--- config.mk ---
export PLATFORM = sky130hd
export DESIGN_NAME = hsv_core_fetch
export DESIGN_NICKNAME = d
export VERILOG_FILES = /design/src/rtl/hsv_core_fetch.sv
export SDC_FILE = /design/constraint.sdc
export NUM_CORES = 1
export LEC_CHECK = 0
export CAP_MARGIN = 10
export CORE_MARGIN = 2
export CORE_UTILIZATION = 61
export CTS_BUF_LIST = sky130_fd_sc_hd__clkbuf_2
export DETAILED_ROUTE_END_ITERATION = 8
export GPL_ROUTABILITY_DRIVEN = 0
export MAX_ROUTING_LAYER = met4
export PLACE_DENSITY = 0.86
export SLEW_MARGIN = 20
export SYNTH_ARGS = -nofsm -noshare
export SYNTH_HDL_FRONTEND = slang
export SYNTH_SLANG_ARGS = --single-unit
--- constraint.sdc ---
create_clock -name clk_core -period 5.1 [get_ports clk_core]
set_input_delay 1.275 -clock clk_core [delete_from_list [all_inputs] [get_ports clk_core]]
set_output_delay 1.275 -clock clk_core [all_outputs]
set_load 0.03 [all_outputs]
--- src/rtl/hsv_core_fetch.sv ---
// Instruction fetch stage: sequential PC walker issuing word reads, with an in-order,
// credit-limited response FIFO feeding decode and core-wide flush/redirect support.

package hsv_core_fetch_pkg;

    typedef struct packed {
        logic [31:0] insn;
        logic [31:0] pc;
        logic        fault;
    } fetch_data_t;

    typedef enum logic {
        REQ_IDLE = 1'b0,
        REQ_HOLD = 1'b1
    } req_state_t;

endpackage

module hsv_core_fetch
    import hsv_core_fetch_pkg::*;
#(
    parameter logic [31:0] RESET_PC   = 32'h0000_0000,
    parameter int          FIFO_DEPTH = 4
) (
    input  logic        clk_core,
    input  logic        rst_core,
    input  logic        flush_req,
    input  logic [31:0] flush_pc,
    output logic        flush_ack,
    output logic        mem_req_valid,
    input  logic        mem_req_ready,
    output logic [31:0] mem_req_addr,
    input  logic        mem_rsp_valid,
    input  logic [31:0] mem_rsp_data,
    input  logic        mem_rsp_error,
    input  logic        ready_i,
    output logic        valid_o,
    output fetch_data_t fetch_data,
    output req_state_t  dbg_req_state
);

    // Handshakes: a transfer happens on a rising edge where valid and ready are both 1;
    // once the request channel raises valid, valid and addr stay put until ready is seen.

    localparam int          PW        = (FIFO_DEPTH > 1) ? $clog2(FIFO_DEPTH) : 1;
    localparam int          CW        = $clog2(FIFO_DEPTH + 1);
    localparam logic [CW:0] DEPTH_SUM = (CW + 1)'(FIFO_DEPTH);

    req_state_t  r_req_state;
    logic [31:0] r_pc;
    logic [31:0] r_rsp_pc;
    logic [CW-1:0] r_outstanding;
    logic [CW-1:0] r_count;
    logic [PW-1:0] r_wr_ptr;
    logic [PW-1:0] r_rd_ptr;
    fetch_data_t r_mem [FIFO_DEPTH];

    req_state_t  w_req_state_next;
    logic        w_req_valid;
    logic        w_credit;
    logic        w_req_fire;
    logic        w_push;
    logic        w_pop;
    logic [31:0] w_flush_target;

    assign w_credit       = ({1'b0, r_outstanding} + {1'b0, r_count}) < DEPTH_SUM;
    assign w_flush_target = flush_pc & ~32'h3;

    always_comb begin
        w_req_state_next = r_req_state;
        w_req_valid      = 1'b0;
        unique case (r_req_state)
            REQ_IDLE: begin
                if (w_credit && !flush_req) begin
                    w_req_valid = 1'b1;
                    if (!mem_req_ready) w_req_state_next = REQ_HOLD;
                end
            end
            REQ_HOLD: begin
                // Already committed to this address; a flush must wait for acceptance.
                w_req_valid = 1'b1;
                if (mem_req_ready) w_req_state_next = REQ_IDLE;
            end
            default: w_req_state_next = REQ_IDLE;
        endcase
    end

    assign mem_req_valid = w_req_valid & ~rst_core;
    assign mem_req_addr  = r_pc;
    assign w_req_fire    = mem_req_valid & mem_req_ready;
    assign w_push        = mem_rsp_valid & ~flush_req;
    assign valid_o       = (r_count != '0) & ~flush_req;
    assign w_pop         = valid_o & ready_i;
    assign fetch_data    = r_mem[r_rd_ptr];
    assign flush_ack     = flush_req & (r_outstanding == '0) & ~mem_req_valid;
    assign dbg_req_state = r_req_state;

    always_ff @(posedge clk_core) begin
        if (rst_core) begin
            r_req_state   <= REQ_IDLE;
            r_pc          <= RESET_PC;
            r_rsp_pc      <= RESET_PC;
            r_outstanding <= '0;
            r_count       <= '0;
            r_wr_ptr      <= '0;
            r_rd_ptr      <= '0;
        end else begin
            r_req_state <= w_req_state_next;

            if (flush_ack) begin
                r_pc     <= w_flush_target;
                r_rsp_pc <= w_flush_target;
            end else begin
                if (w_req_fire) r_pc <= r_pc + 32'd4;
                if (w_push)     r_rsp_pc <= r_rsp_pc + 32'd4;
            end

            case ({w_req_fire, mem_rsp_valid})
                2'b10:   r_outstanding <= r_outstanding + CW'(1);
                2'b01:   r_outstanding <= r_outstanding - CW'(1);
                default: r_outstanding <= r_outstanding;
            endcase

            if (flush_req) begin
                r_count  <= '0;
                r_wr_ptr <= '0;
                r_rd_ptr <= '0;
            end else begin
                if (w_push) r_wr_ptr <= r_wr_ptr + PW'(1);
                if (w_pop)  r_rd_ptr <= r_rd_ptr + PW'(1);
                case ({w_push, w_pop})
                    2'b10:   r_count <= r_count + CW'(1);
                    2'b01:   r_count <= r_count - CW'(1);
                    default: r_count <= r_count;
                endcase
            end
        end
    end

    // Faulting responses carry a zero instruction word so decode never sees bus garbage.
    always_ff @(posedge clk_core) begin
        if (!rst_core && w_push) begin
            r_mem[r_wr_ptr] <= '{insn:  mem_rsp_error ? 32'h0 : mem_rsp_data,
                                 pc:    r_rsp_pc,
                                 fault: mem_rsp_error};
        end
    end

    always_ff @(posedge clk_core) begin
        if (!rst_core) begin
            if (w_push)        assert (r_count != CW'(FIFO_DEPTH));
            if (mem_rsp_valid) assert (r_outstanding != '0);
        end
    end

endmodule

==> results of run 1 <==
## cells in the final DEF, fill, tap and decap left out, drive strengths merged, types with 7 or more instances in the layout
master	count
buf	17
and3	7
nand4	27
nor2b	33
nand2	21
clkinv	19
nor3	10
nand3	21
o21ai	34
mux4	63
clkbuf	116
nor4	9
xnor2	19
dfxtp	73
a21oi	54
edfxtp	252
clkdlybuf4s50	164
inv	24
ha	10
xor2	37
nor2	27
## worst max-delay path, delay by kind of cell, from the launching register on
family	cells	cell delay, ns
flops	1	0.73
buf+inv	2	1.04
mux	1	0.55
## worst min path at each step
stage                                             start                             to  slack, ns
final                         r_rsp_pc[30]$_SDFFE_PP0P_         r_mem[0][31]$_DFFE_PP_       0.52
after global routing      mem_req_addr[31]$_SDFFE_PP0P_  mem_req_addr[31]$_SDFFE_PP0P_       0.55
after CTS                 mem_req_addr[31]$_SDFFE_PP0P_  mem_req_addr[31]$_SDFFE_PP0P_       0.53
after detailed placement  mem_req_addr[31]$_SDFFE_PP0P_  mem_req_addr[31]$_SDFFE_PP0P_       0.51
after global placement        r_rsp_pc[30]$_SDFFE_PP0P_         r_mem[2][31]$_DFFE_PP_       0.49
after floorplan               r_rsp_pc[30]$_SDFFE_PP0P_         r_mem[0][31]$_DFFE_PP_       0.46
## metal layers
metal,vias up,share of wire,track usage
met1,3819,0.42,0.327
met3,59,0.086,0.0561
met2,376,0.48,0.390
li1,3646,-,-
met5,-,0,-
met4,0,0.021,0.0873
## cells by family after synthesis
| kind of cell | after synthesis | share of synthesized area |
|---|---|---|
| buf+inv | 66 | 0.0214 |
| compound gates | 109 | 0.0468 |
| other cells | 1 | 0.000287 |
| xor+xnor | 56 | 0.0376 |
| flops | 325 | 0.692 |
| fa+ha+maj | 12 | 0.0127 |
| simple gates | 181 | 0.0789 |
| mux | 65 | 0.110 |
## state kept, by name, summed over array words and instances, names as in the netlist, named ones only
signal and flops:
r_mem 252, mem_req_addr 30, r_rsp_pc 30, r_count 3, r_outstanding 3, r_rd_ptr 2, r_wr_ptr 2, dbg_req_state 1
## through the flow
| step | cells | instance area [µm²] |
|---|---|---|
| after floorplan | 818 | 13100 |
| after global placement | 1231 | 15000 |
| after detailed placement | 1231 | 15000 |
| after CTS | 1367 | 15700 |
| after global routing | 1367 | 15700 |
| final | 1367 | 15700 |
## power breakdown
group / switching, mW / internal (mW)
clock network: 0.944 / 0.601
logic: 0.318 / 0.251
registers: 0.143 / 2.98
## area by class of cell
class                           count  share of cell area
Tap cell                          275              0.0220
Timing Repair Buffer              181               0.114
Multi-Input combinational cell    427               0.240
Clock inverter                     20             0.00503
Inverter                           23             0.00551
Sequential cell                   325               0.577
Clock buffer                      116              0.0371
==> out/qor.yml, run 1 <==
clocking:
  clock_sinks: 325
  cts_buffer_depth: 3
  clk_pin_slew_ns: 0.10
  clock_latency_ns: 0.82
  htreeDepth: 3
  cts_tree: "yes"
  hold_buffers: 0
  cts-buffers-inserted: 77
  cts_setup_buffers: 0
  cts_repair_resize_count: 0
  root_buffer: "clkbuf_2"
sta:
  setup_viol_count_final: 0
  slew_violations: 0
  fin_hold_ws_ns: 0.519
  fin_ws_ns: 0.716
  fin_crit_sh: 0.860
  hold_viol_final: 0
  slew_headroom: 0.374
  period_needed_ns: 4.38
  skew_ns: 0.0542
  rsz0062_at_grt: "false"
  tightest_slew_ns: 0.938
  fmax_ghz: 0.228
  setup_tns_ns: 0
power:
  leakage_nw: 5.14
  power_density_mw_per_mm2: 335
  power_mw: 5.24
  ir_drop_mv: 0.168
die:
  num_rows: 53
  start_util: 0.621
  pin_count: 172
  die_h_um: 150
  die_area_mm2: 0.0226
  die-width_um: 150
  core-area_mm2: 0.0210
synthesis:
  async_flop_share: 0
  ys_ff_latch: 325
  yosysWarnings: 0
  syn_area_per_cell_um2: 16.0
  synth_top_area_share: 0.580
  synth_seq_area_share: 0.692
  synth_edf_count: 252
  yosysUniqueCellTypes: 48
  synthTopCellsByCount: "252 x edfxtp_1, 73 x dfxtp_1, 63 x mux4_2, 54 x a21oi_1, 37 x xor2_1"
  syn_inst: 815
  ys.flop_type: "edfxtp_1"
  syn_area_mm2: 0.0130
  synthMostInstantiatedCell: "edfxtp_1"
  synth_top_area_cell: "edfxtp_1"
  synth_area_leaders: "edfxtp_1 58%, dfxtp_1 11%, mux4_2 11%"
global_routing:
  grt_max_degree: 90
  antenna_found_initial: 0
  grt.total_usage: 0.249
  grt_pass1_wl_um: 41500
  grt_pass1_vias: 8220
  grt-ovfl-total: 0
worst_setup_path:
  worstPathMaxFanout: 28
  slowest_stage: "dfxtp_4"
  crit_required_ns: 3.83
  regToRegSetupSlack_ns: 2.47
  worst_setup_path_start_kind: "flop"
  end_kind: "primary output"
  max_stage_delay_ns: 0.73
  arrival_ns: 3.11
  crit_chain: "buf_4, mux4_2, clkdlybuf4s50_1"
  r2r_cells: 6
  worstSetupPathType: "reg -> out"
  crit_end: "fetch_data[63]"
  r2r-start: "r_outstanding[2]$_SDFFE_PP0P_"
  r2r-end: "mem_req_addr[31]$_SDFFE_PP0P_"
layout:
  antenna_cells: 0
  drive_gt1_frac: 0.195
  final-seq-area_mm2: 0.00903
  syn_to_final_growth_pct: 20.0
  utilization: 0.745
  multi_input_area_mm2: 0.00375
  fillCellCount: 1315
  nNetsFinal: 1118
route:
  routed_wl_um: 26400
  drt-vias-per-instance: 5.78
  vias: 7900
  drt_iter0_drc: 632
  ant_nets: 0
  routedWlPerCell_um: 19.3
  dr.pass1.iters: 5
  route.detailed.drc: 0
status:
  outcome: "completed"
job:
  drv_cap: 0
placement:
  io_buffers: 165
  pre_cts_ws_ns: 0.794
  hpwl_um: 16700
worst_hold_path:
  whs_path_depth: 0
  hp-class: "reg -> reg"
(Power assumes the default switching activity.)
==> run 2, diff against run 1 <==
--- a/config.mk
+++ b/config.mk
@@ -9,6 +9,7 @@
 export CORE_MARGIN = 2
 export CORE_UTILIZATION = 61
 export CTS_BUF_LIST = sky130_fd_sc_hd__clkbuf_2
+export CTS_CLUSTER_SIZE = 14
 export DETAILED_ROUTE_END_ITERATION = 8
 export GPL_ROUTABILITY_DRIVEN = 0
 export MAX_ROUTING_LAYER = met4
==> results of run 2 <==
The final DEF is identical to that of run 1; final timing and power are the same.
